### config.mk
export PLATFORM = sky130hd
export DESIGN_NAME = countdown_timer_core
export DESIGN_NICKNAME = d
export VERILOG_FILES = /design/src/rtl/timer_pkg.sv /design/src/rtl/tick_down_counter.sv /design/src/rtl/countdown_timer_core.sv
export SDC_FILE = /design/constraint.sdc
export NUM_CORES = 1
export LEC_CHECK = 0
export CORE_ASPECT_RATIO = 1.5
export CORE_MARGIN = 10
export CORE_UTILIZATION = 40
export DETAILED_ROUTE_END_ITERATION = 8
export HOLD_SLACK_MARGIN = 0.1
export REMOVE_ABC_BUFFERS = 1
export SYNTH_ARGS = -nofsm -noshare
export SYNTH_HDL_FRONTEND = slang
export SYNTH_HIERARCHICAL = 1
export SYNTH_SLANG_ARGS = --single-unit
### constraint.sdc
create_clock -name clk -period 8 [get_ports clk]
set_input_delay 1.6 -clock clk [delete_from_list [all_inputs] [get_ports clk]]
set_output_delay 1.6 -clock clk [all_outputs]
set_load 0.05 [all_outputs]
### src/rtl/timer_pkg.sv
// Shared types and constants for the countdown timer: FSM state encoding,
// per-field moduli and field-select codes.
package timer_pkg;

    typedef enum logic [1:0] {
        IDLE  = 2'd0,
        RUN   = 2'd1,
        PAUSE = 2'd2,
        DONE  = 2'd3
    } state_t;

    localparam int MSEC_MOD = 100;
    localparam int SEC_MOD  = 60;
    localparam int MIN_MOD  = 60;
    localparam int HOUR_MOD = 24;

    localparam logic [1:0] SEL_MSEC = 2'b00;
    localparam logic [1:0] SEL_SEC  = 2'b01;
    localparam logic [1:0] SEL_MIN  = 2'b10;
    localparam logic [1:0] SEL_HOUR = 2'b11;

endpackage

### src/rtl/tick_down_counter.sv
// One time field: wrapping inc/dec for presetting, plus borrow-driven decrement
// so instances chain from centiseconds up to hours.
module tick_down_counter #(
    parameter int MOD   = 100,
    parameter int WIDTH = 7
) (
    input  logic             clk,
    input  logic             rst_n,
    input  logic             i_clear,
    input  logic             i_inc,
    input  logic             i_dec,
    input  logic             i_borrow_in,
    output logic [WIDTH-1:0] o_value,
    output logic             o_borrow_out
);

    localparam logic [WIDTH-1:0] MAX_VAL = WIDTH'(MOD - 1);

    logic [WIDTH-1:0] r_value;
    logic             w_at_zero;

    assign w_at_zero    = (r_value == '0);
    assign o_borrow_out = i_borrow_in && w_at_zero;
    assign o_value      = r_value;

    always_ff @(posedge clk or negedge rst_n) begin
        if (!rst_n) begin
            r_value <= '0;
        end else if (i_clear) begin
            r_value <= '0;
        end else if (i_inc) begin
            r_value <= (r_value == MAX_VAL) ? '0 : r_value + WIDTH'(1);
        end else if (i_dec || i_borrow_in) begin
            r_value <= w_at_zero ? MAX_VAL : r_value - WIDTH'(1);
        end
    end

endmodule

### src/rtl/countdown_timer_core.sv
// Countdown timer: 100 Hz prescaler, run/pause/done FSM and the HH:MM:SS.CC
// field chain that feeds the display bus.
module countdown_timer_core
    import timer_pkg::*;
#(
    parameter int FCOUNT = 1_000_000
) (
    input  logic       clk,
    input  logic       reset,
    input  logic       btn_run,
    input  logic       btn_clear,
    input  logic       btn_up,
    input  logic       btn_down,
    input  logic [1:0] sel,
    output logic [6:0] msec,
    output logic [5:0] sec,
    output logic [5:0] min,
    output logic [4:0] hour,
    output logic       o_running,
    output logic       o_done,
    output logic       o_alarm
);

    localparam int PW = (FCOUNT > 1) ? $clog2(FCOUNT) : 1;
    localparam logic [PW-1:0] PRESC_MAX = PW'(FCOUNT - 1);

    state_t        r_state;
    state_t        w_state_nxt;
    logic [PW-1:0] r_presc;
    logic          r_running;
    logic          r_done;
    logic          r_alarm;
    logic          w_running_nxt;
    logic          w_done_nxt;
    logic          w_alarm_nxt;

    logic          w_tick;
    logic          w_borrow;
    logic          w_clear_fields;
    logic          w_inc;
    logic          w_dec;
    logic          w_time_zero;
    logic          w_last_tick;
    logic          w_msec_borrow;
    logic          w_sec_borrow;
    logic          w_min_borrow;
    logic          w_hour_borrow;

    assign w_tick         = (r_state == RUN) && (r_presc == PRESC_MAX);
    assign w_borrow       = w_tick && !btn_clear;
    assign w_clear_fields = btn_clear;
    assign w_inc          = (r_state == IDLE) && !btn_clear && !btn_run && btn_up;
    assign w_dec          = (r_state == IDLE) && !btn_clear && !btn_run && btn_down;
    assign w_time_zero    = (msec == '0) && (sec == '0) && (min == '0) && (hour == '0);
    // The tick that takes 00:00:00.01 to zero; an hour borrow can never happen but would also end the run.
    assign w_last_tick    = w_tick && (((msec == 7'd1) && (sec == '0) && (min == '0) && (hour == '0))
                                       || w_hour_borrow);

    tick_down_counter #(.MOD(MSEC_MOD), .WIDTH(7)) u_msec (
        .clk         (clk),
        .rst_n       (reset),
        .i_clear     (w_clear_fields),
        .i_inc       (w_inc && (sel == SEL_MSEC)),
        .i_dec       (w_dec && (sel == SEL_MSEC)),
        .i_borrow_in (w_borrow),
        .o_value     (msec),
        .o_borrow_out(w_msec_borrow)
    );

    tick_down_counter #(.MOD(SEC_MOD), .WIDTH(6)) u_sec (
        .clk         (clk),
        .rst_n       (reset),
        .i_clear     (w_clear_fields),
        .i_inc       (w_inc && (sel == SEL_SEC)),
        .i_dec       (w_dec && (sel == SEL_SEC)),
        .i_borrow_in (w_msec_borrow),
        .o_value     (sec),
        .o_borrow_out(w_sec_borrow)
    );

    tick_down_counter #(.MOD(MIN_MOD), .WIDTH(6)) u_min (
        .clk         (clk),
        .rst_n       (reset),
        .i_clear     (w_clear_fields),
        .i_inc       (w_inc && (sel == SEL_MIN)),
        .i_dec       (w_dec && (sel == SEL_MIN)),
        .i_borrow_in (w_sec_borrow),
        .o_value     (min),
        .o_borrow_out(w_min_borrow)
    );

    tick_down_counter #(.MOD(HOUR_MOD), .WIDTH(5)) u_hour (
        .clk         (clk),
        .rst_n       (reset),
        .i_clear     (w_clear_fields),
        .i_inc       (w_inc && (sel == SEL_HOUR)),
        .i_dec       (w_dec && (sel == SEL_HOUR)),
        .i_borrow_in (w_min_borrow),
        .o_value     (hour),
        .o_borrow_out(w_hour_borrow)
    );

    always_ff @(posedge clk or negedge reset) begin
        if (!reset) begin
            r_state <= IDLE;
        end else begin
            r_state <= w_state_nxt;
        end
    end

    always_comb begin
        w_state_nxt = r_state;
        unique case (r_state)
            IDLE: begin
                if (!btn_clear && btn_run && !w_time_zero) w_state_nxt = RUN;
            end
            RUN: begin
                if (btn_clear)        w_state_nxt = IDLE;
                else if (w_last_tick) w_state_nxt = DONE;
                else if (btn_run)     w_state_nxt = PAUSE;
            end
            PAUSE: begin
                if (btn_clear)    w_state_nxt = IDLE;
                else if (btn_run) w_state_nxt = RUN;
            end
            DONE: begin
                if (btn_clear || btn_run) w_state_nxt = IDLE;
            end
            default: w_state_nxt = IDLE;
        endcase
    end

    always_comb begin
        w_running_nxt = (w_state_nxt == RUN);
        w_alarm_nxt   = (w_state_nxt == DONE);
        w_done_nxt    = (r_state == RUN) && !btn_clear && w_last_tick;
    end

    // Prescaler zeroes on entering IDLE and on IDLE->RUN so the first tick lands FCOUNT cycles after run.
    always_ff @(posedge clk or negedge reset) begin
        if (!reset) begin
            r_presc <= '0;
        end else if ((r_state == IDLE) || (w_state_nxt == IDLE)) begin
            r_presc <= '0;
        end else if (r_state == RUN) begin
            r_presc <= w_tick ? '0 : r_presc + PW'(1);
        end
    end

    always_ff @(posedge clk or negedge reset) begin
        if (!reset) begin
            r_running <= 1'b0;
            r_done    <= 1'b0;
            r_alarm   <= 1'b0;
        end else begin
            r_running <= w_running_nxt;
            r_done    <= w_done_nxt;
            r_alarm   <= w_alarm_nxt;
        end
    end

    assign o_running = r_running;
    assign o_done    = r_done;
    assign o_alarm   = r_alarm;

endmodule

# After elaboration in Yosys (flattened, before gate mapping)
# Index checks and enable logic that the tools add are counted.
# totals
register_bits	49
inputBits	8
word_cells	114
# op_classes
addsub	9
eq_ne	14
n_mux	31
reduce_logical	51
# op_table
operator	count
$mux 20	3
$mux 6	10
$mux 7	5
$logic_and 1x1->1	29
$mux 5	5
$add 20x1->20 const B	1
$eq 20x20->1 const B	1
$mux 2	7
$add 6x1->6 const B	2
$eq 6x6->1 const B	2
$logic_not 6->1	2
$reduce_bool 3->1	4
$sub 6x1->6 const B	2
$eq 2x2->1 const B	5
$pmux 2 s4	1
$add 7x1->7 const B	1
$eq 7x1->1 const B	1
$eq 7x7->1 const B	1
$logic_not 7->1	1
$logic_or 1x1->1	7
$sub 7x1->7 const B	1
$eq 2x1->1 const B	3
$logic_not 2->1	3
$add 5x1->5 const B	1
other kinds (5)	7

# Longest topological paths before layout
# depth
depth_word	15
ltp_mapped	14
mapped_depth_nobuf	13

# Hierarchy
# Netlist, hierarchy kept.
# modules_own_cells
module	n_inst	cells_per_inst	area_per_inst_um2	seq_area_each_um2
countdown_timer_core	1	209	1744.2	625.6
tick_down_counter (u_min ...)	2	67	579.3	150.1
tick_down_counter (u_msec)	1	84	674.4	175.2
tick_down_counter (u_hour)	1	49	416.6	125.1

# Least setup slack after synthesis
# OpenSTA, ideal clock, no wires.
# synth_timing
path_type	in2reg
start	input port btn_clear
end	register r_presc[7]
setup_time_ps	86
arrival_time_ps	3787
required_time_ps	7914
setup_slack_ps	4127
stages	11
path_buffers	2
path_cell_list	buf_4 nor3_1 and3_1 and3_1 and3_1 nor4b_1 nand2_1 nor3_1 o21ai_1 buf_2 nor3_1
# synth_via
elab_chain_len	14
elab_cells_between_ends	21
cone_classes	mux (7); reduce/logical (14)
# synth_lines
element	line_no	source
start, declared	countdown_timer_core.sv:11	input logic btn_clear,
$logic_not 1->1 *	countdown_timer_core.sv:50	assign w_borrow = w_tick && !btn_clear;
$logic_and 1x1->1 *	countdown_timer_core.sv:50	
net w_borrow	countdown_timer_core.sv:38	logic w_borrow;
$logic_and 1x1->1 *	tick_down_counter.sv:23	assign o_borrow_out = i_borrow_in && w_at_zero;
net w_msec_borrow	countdown_timer_core.sv:44	logic w_msec_borrow;
$logic_and 1x1->1 *	tick_down_counter.sv:23	
net w_sec_borrow	countdown_timer_core.sv:45	logic w_sec_borrow;
$logic_and 1x1->1 *	tick_down_counter.sv:23	
net w_min_borrow	countdown_timer_core.sv:46	logic w_min_borrow;
[1 not listed]	-	
net w_hour_borrow	countdown_timer_core.sv:47	logic w_hour_borrow;
$logic_or 1x1->1 *	countdown_timer_core.sv:57	|| w_hour_borrow);
$logic_and 1x1->1 *	countdown_timer_core.sv:56	assign w_last_tick = w_tick && (((msec == 7'd1) && (sec == '0) && (min == '0) && (hour == '0))
$mux 2 *	countdown_timer_core.sv:119	else if (w_last_tick) w_state_nxt = DONE;
$mux 2 *	countdown_timer_core.sv:118	if (btn_clear) w_state_nxt = IDLE;
$pmux 2 s4 *	countdown_timer_core.sv:113	unique case (r_state)
$logic_not 2->1 *	countdown_timer_core.sv:143	end else if ((r_state == IDLE) || (w_state_nxt == IDLE)) begin
$logic_or 1x1->1 *	countdown_timer_core.sv:143	
$mux 20 / $reduce_bool 2->1 (equally long branches)	-	
end signal, assigned	countdown_timer_core.sv:146	r_presc <= w_tick ? '0 : r_presc + PW'(1);
end, declared	countdown_timer_core.sv:29	logic [PW-1:0] r_presc;
# Mark *: on every way through the listed nets, which the timed path passes. The rest lies on a longest branch.
# A chain may end at the register's enable or synchronous reset.

# Final worst setup path
# Same ends and word-level chain as after synthesis.

==> metrics.yaml <==
critical_path:
  path_max_fanout: 36
  max_stage_delay_ns: 0.61
  startpoint_type: "input port"
  critPathArrivalTime_ns: 4.83
  r2r_start: "r_presc[0]"
  r2r_slack_ns: 3.91
  critical_path.top_delay_family: "simple AND/OR/NAND/NOR gates"
  reg2reg_to: "r_presc[7]"
  crit_buf_inv: 3
  crit_cells: 12
  worst_setup_path_end_kind: "flop"
  worst-setup-path-type: "in -> reg"
  worstSetupStartpoint: "btn_clear"
  r2r_cells: 14
  crit_path_top_delay_cell: "nor4b_1"
  cp_cell_sequence: "clkdlybuf4s50_1, buf_4, nor3_1, and3_1, and3_1, and3_1, nor4b_1, nand2_1, nor3_1, o21ai_1, buf_4, nor3_1"
  cp.required_ns: 8.20
sta:
  setup_violations: 0
  slew_headroom_pct: 42.86
  timing.fmax_mhz: 216.4
  tns_ns: 0
  worst_slack_ns: 3.378
  period_minus_slack_ns: 4.622
  post-route-period-util_pct: 57.77
  hold_viol_final: 0
  rsz0062_at_grt: "no"
  tightestPinTransition_ns: 0.8553
  finClkSkew_ns: 0.01050
  drv_slew: 0
route:
  antenna_left: 0
  first_pass_iters: 4
  viasPerCell: 6.145
  routed_wl_um: 10500
  drc: 0
  dr_total_vias: 3724
  wl_per_cell_um: 17.33
  drtIter0Drc: 251
floorplan:
  dieHeight_um: 142.4
  ios: 35
  die_width_um: 101.6
  start_util_pct: 40.99
  die_area_um2: 14460
  coreArea_um2: 9744
  rows: 44
synth:
  yosysTopAreaCell: "dfrtp_1"
  synth_fa_ha_area_share_pct: 3.759
  synth_top_cell_area_share_pct: 30.70
  ys_seq_area_share_pct: 30.70
  syn_avg_cell_area_um2: 8.390
  synth_edf_count: 0
  yosysWarningCount: 6
  yosys.area_share.simple_pct: 32.17
  async_flop_share_pct: 100.0
  syn_area_um2: 3994
  synth_area_leaders: "dfrtp_1 31%, ha_1 3.8%, nor2_1 3.8%, nand2_1 3.7%, nand3_1 3.3%"
  synth-seq-cells: 49
  synth_cells: 476
  synthFlopType: "dfrtp_1"
  synth_compound_area_share_pct: 23.37
  synthMuxAreaShare_pct: 1.065
  synthDistinctLibCells: 81
  synth_top_family_by_area: "simple AND/OR/NAND/NOR gates"
  synthXorXnorAreaFrac_pct: 1.974
cells_and_area:
  diodes: 0
  layout_commonest_cell: "dfrtp_1"
  final_util_pct: 46.12
  layout-drive-gt1-share_pct: 9.572
  area_delta_synth_final_pct: 12.53
  layout_common_cells: "49 x dfrtp_1, 40 x nor2_1, 39 x nand2_1"
  num-nets-final: 510
placed_design:
  place_congestion: 0.8095
  port_buffers: 34
  place_hpwl_um: 7349
  dp_slack_ns: 3.062
run_status:
  status: "finished clean"
pwr:
  vdd_drop_max_mv: 0.1404
  power.density_nw_per_um2: 227.8
  leakage_nw: 1.661
  total_power_mw: 1.024
worst_hold_path:
  hp-start: "r_presc[16]"
  hold_depth: 1
  hold_path_end: "r_presc[16]"
  min_path_type: "reg -> reg"
grt:
  grt-ovfl-total: 0
  grt_first_pass_wirelength_um: 18150
  grt_pass1_vias: 3780
  track_usage_pct: 14.95
  antenna_found_initial: 0
  grt_max_degree: 50
clock_network:
  htree_levels: 2
  root_buffer: "clkbuf_16"
  cts_tree: "done"
  numCtsBuffers: 5
  hold_buffers: 0
  post-cts-setup-buffers: 0
  path_clk_slew_ns: 0.08
  clock_latency_ns: 0.30
  post_cts.resized_instances: 0
  cts_sinks: 49
  clk_path_buf_depth: 2
run:
  maxCapViolCount: 0
## metrics by stage
step	instances	hold slack, ns	instance area [um^2]
2_1_floorplan	444	0.4860	3784
3_3_place_gp	598	0.5274	4300
3_5_place_dp	598	0.5223	4300
4_1_cts	606	0.5298	4494
5_1_grt	606	0.5695	4494
6_report	606	0.5314	4494
## area by class of cell
cell class / count / area (um^2)
fillers: 947 / 5250
multi-input cells: 377 / 2490
flip-flops and latches: 49 / 1226
repair buffers: 39 / 372.9
well taps: 115 / 143.9
clock buffers: 5 / 125.1
clock inverters: 3 / 68.82
inverters: 18 / 67.56
## worst max path at each step
stage                        to
floorplan           r_presc[16]
global placement     r_presc[7]
detailed placement   r_presc[7]
CTS                  r_presc[7]
global route         r_presc[7]
finish               r_presc[7]
## power breakdown
group | internal [mW] | switching [mW]
registers | 0.273 | 0.0810
clock network | 0.181 | 0.104
logic | 0.150 | 0.235
## Yosys cell counts (all sizes together) (4+ instances only)
master,number
dfrtp,49
buf,22
a211oi,4
xnor2,7
nand2,40
or2,8
a21oi,29
o211ai,6
nand4,10
a21o,5
clkbuf,10
or4,6
o31a,4
nor2b,5
nor2,41
and2,4
nor3b,4
nand3,28
and3,9
o21ai,16
a41oi,4
nor3,26
a31oi,20
inv,18
nand2b,11
o21a,4
ha,12
nor4,11
or3,8
## registers in the layout, summed over array words and instances, names as in the netlist
signal / flops
r_presc: 20
u_hour/o_value: 5
u_msec/o_value: 7
u_sec/o_value: 6
u_min/o_value: 6
o_running: 1
o_alarm: 1
o_done: 1
r_state: 2
## layer usage
| metal | global-route usage [%] | vias up | wire, um |
|---|---|---|---|
| li1 | - | 1821 | - |
| met1 | 17.01 | 1817 | 4447 |
| met2 | 26.55 | 78 | 5469 |
| met3 | 3.549 | 8 | 483 |
| met4 | 4.762 | 0 | 102 |
| met5 | 0 | - | 0 |
## kinds of logic after synthesis
family,after synthesis
simple gates,223
flops,49
fa+ha+maj,12
buf+inv,50
mux,4
compound gates,129
xor+xnor,9
No activity file was read; power rests on OpenSTA's default activity.
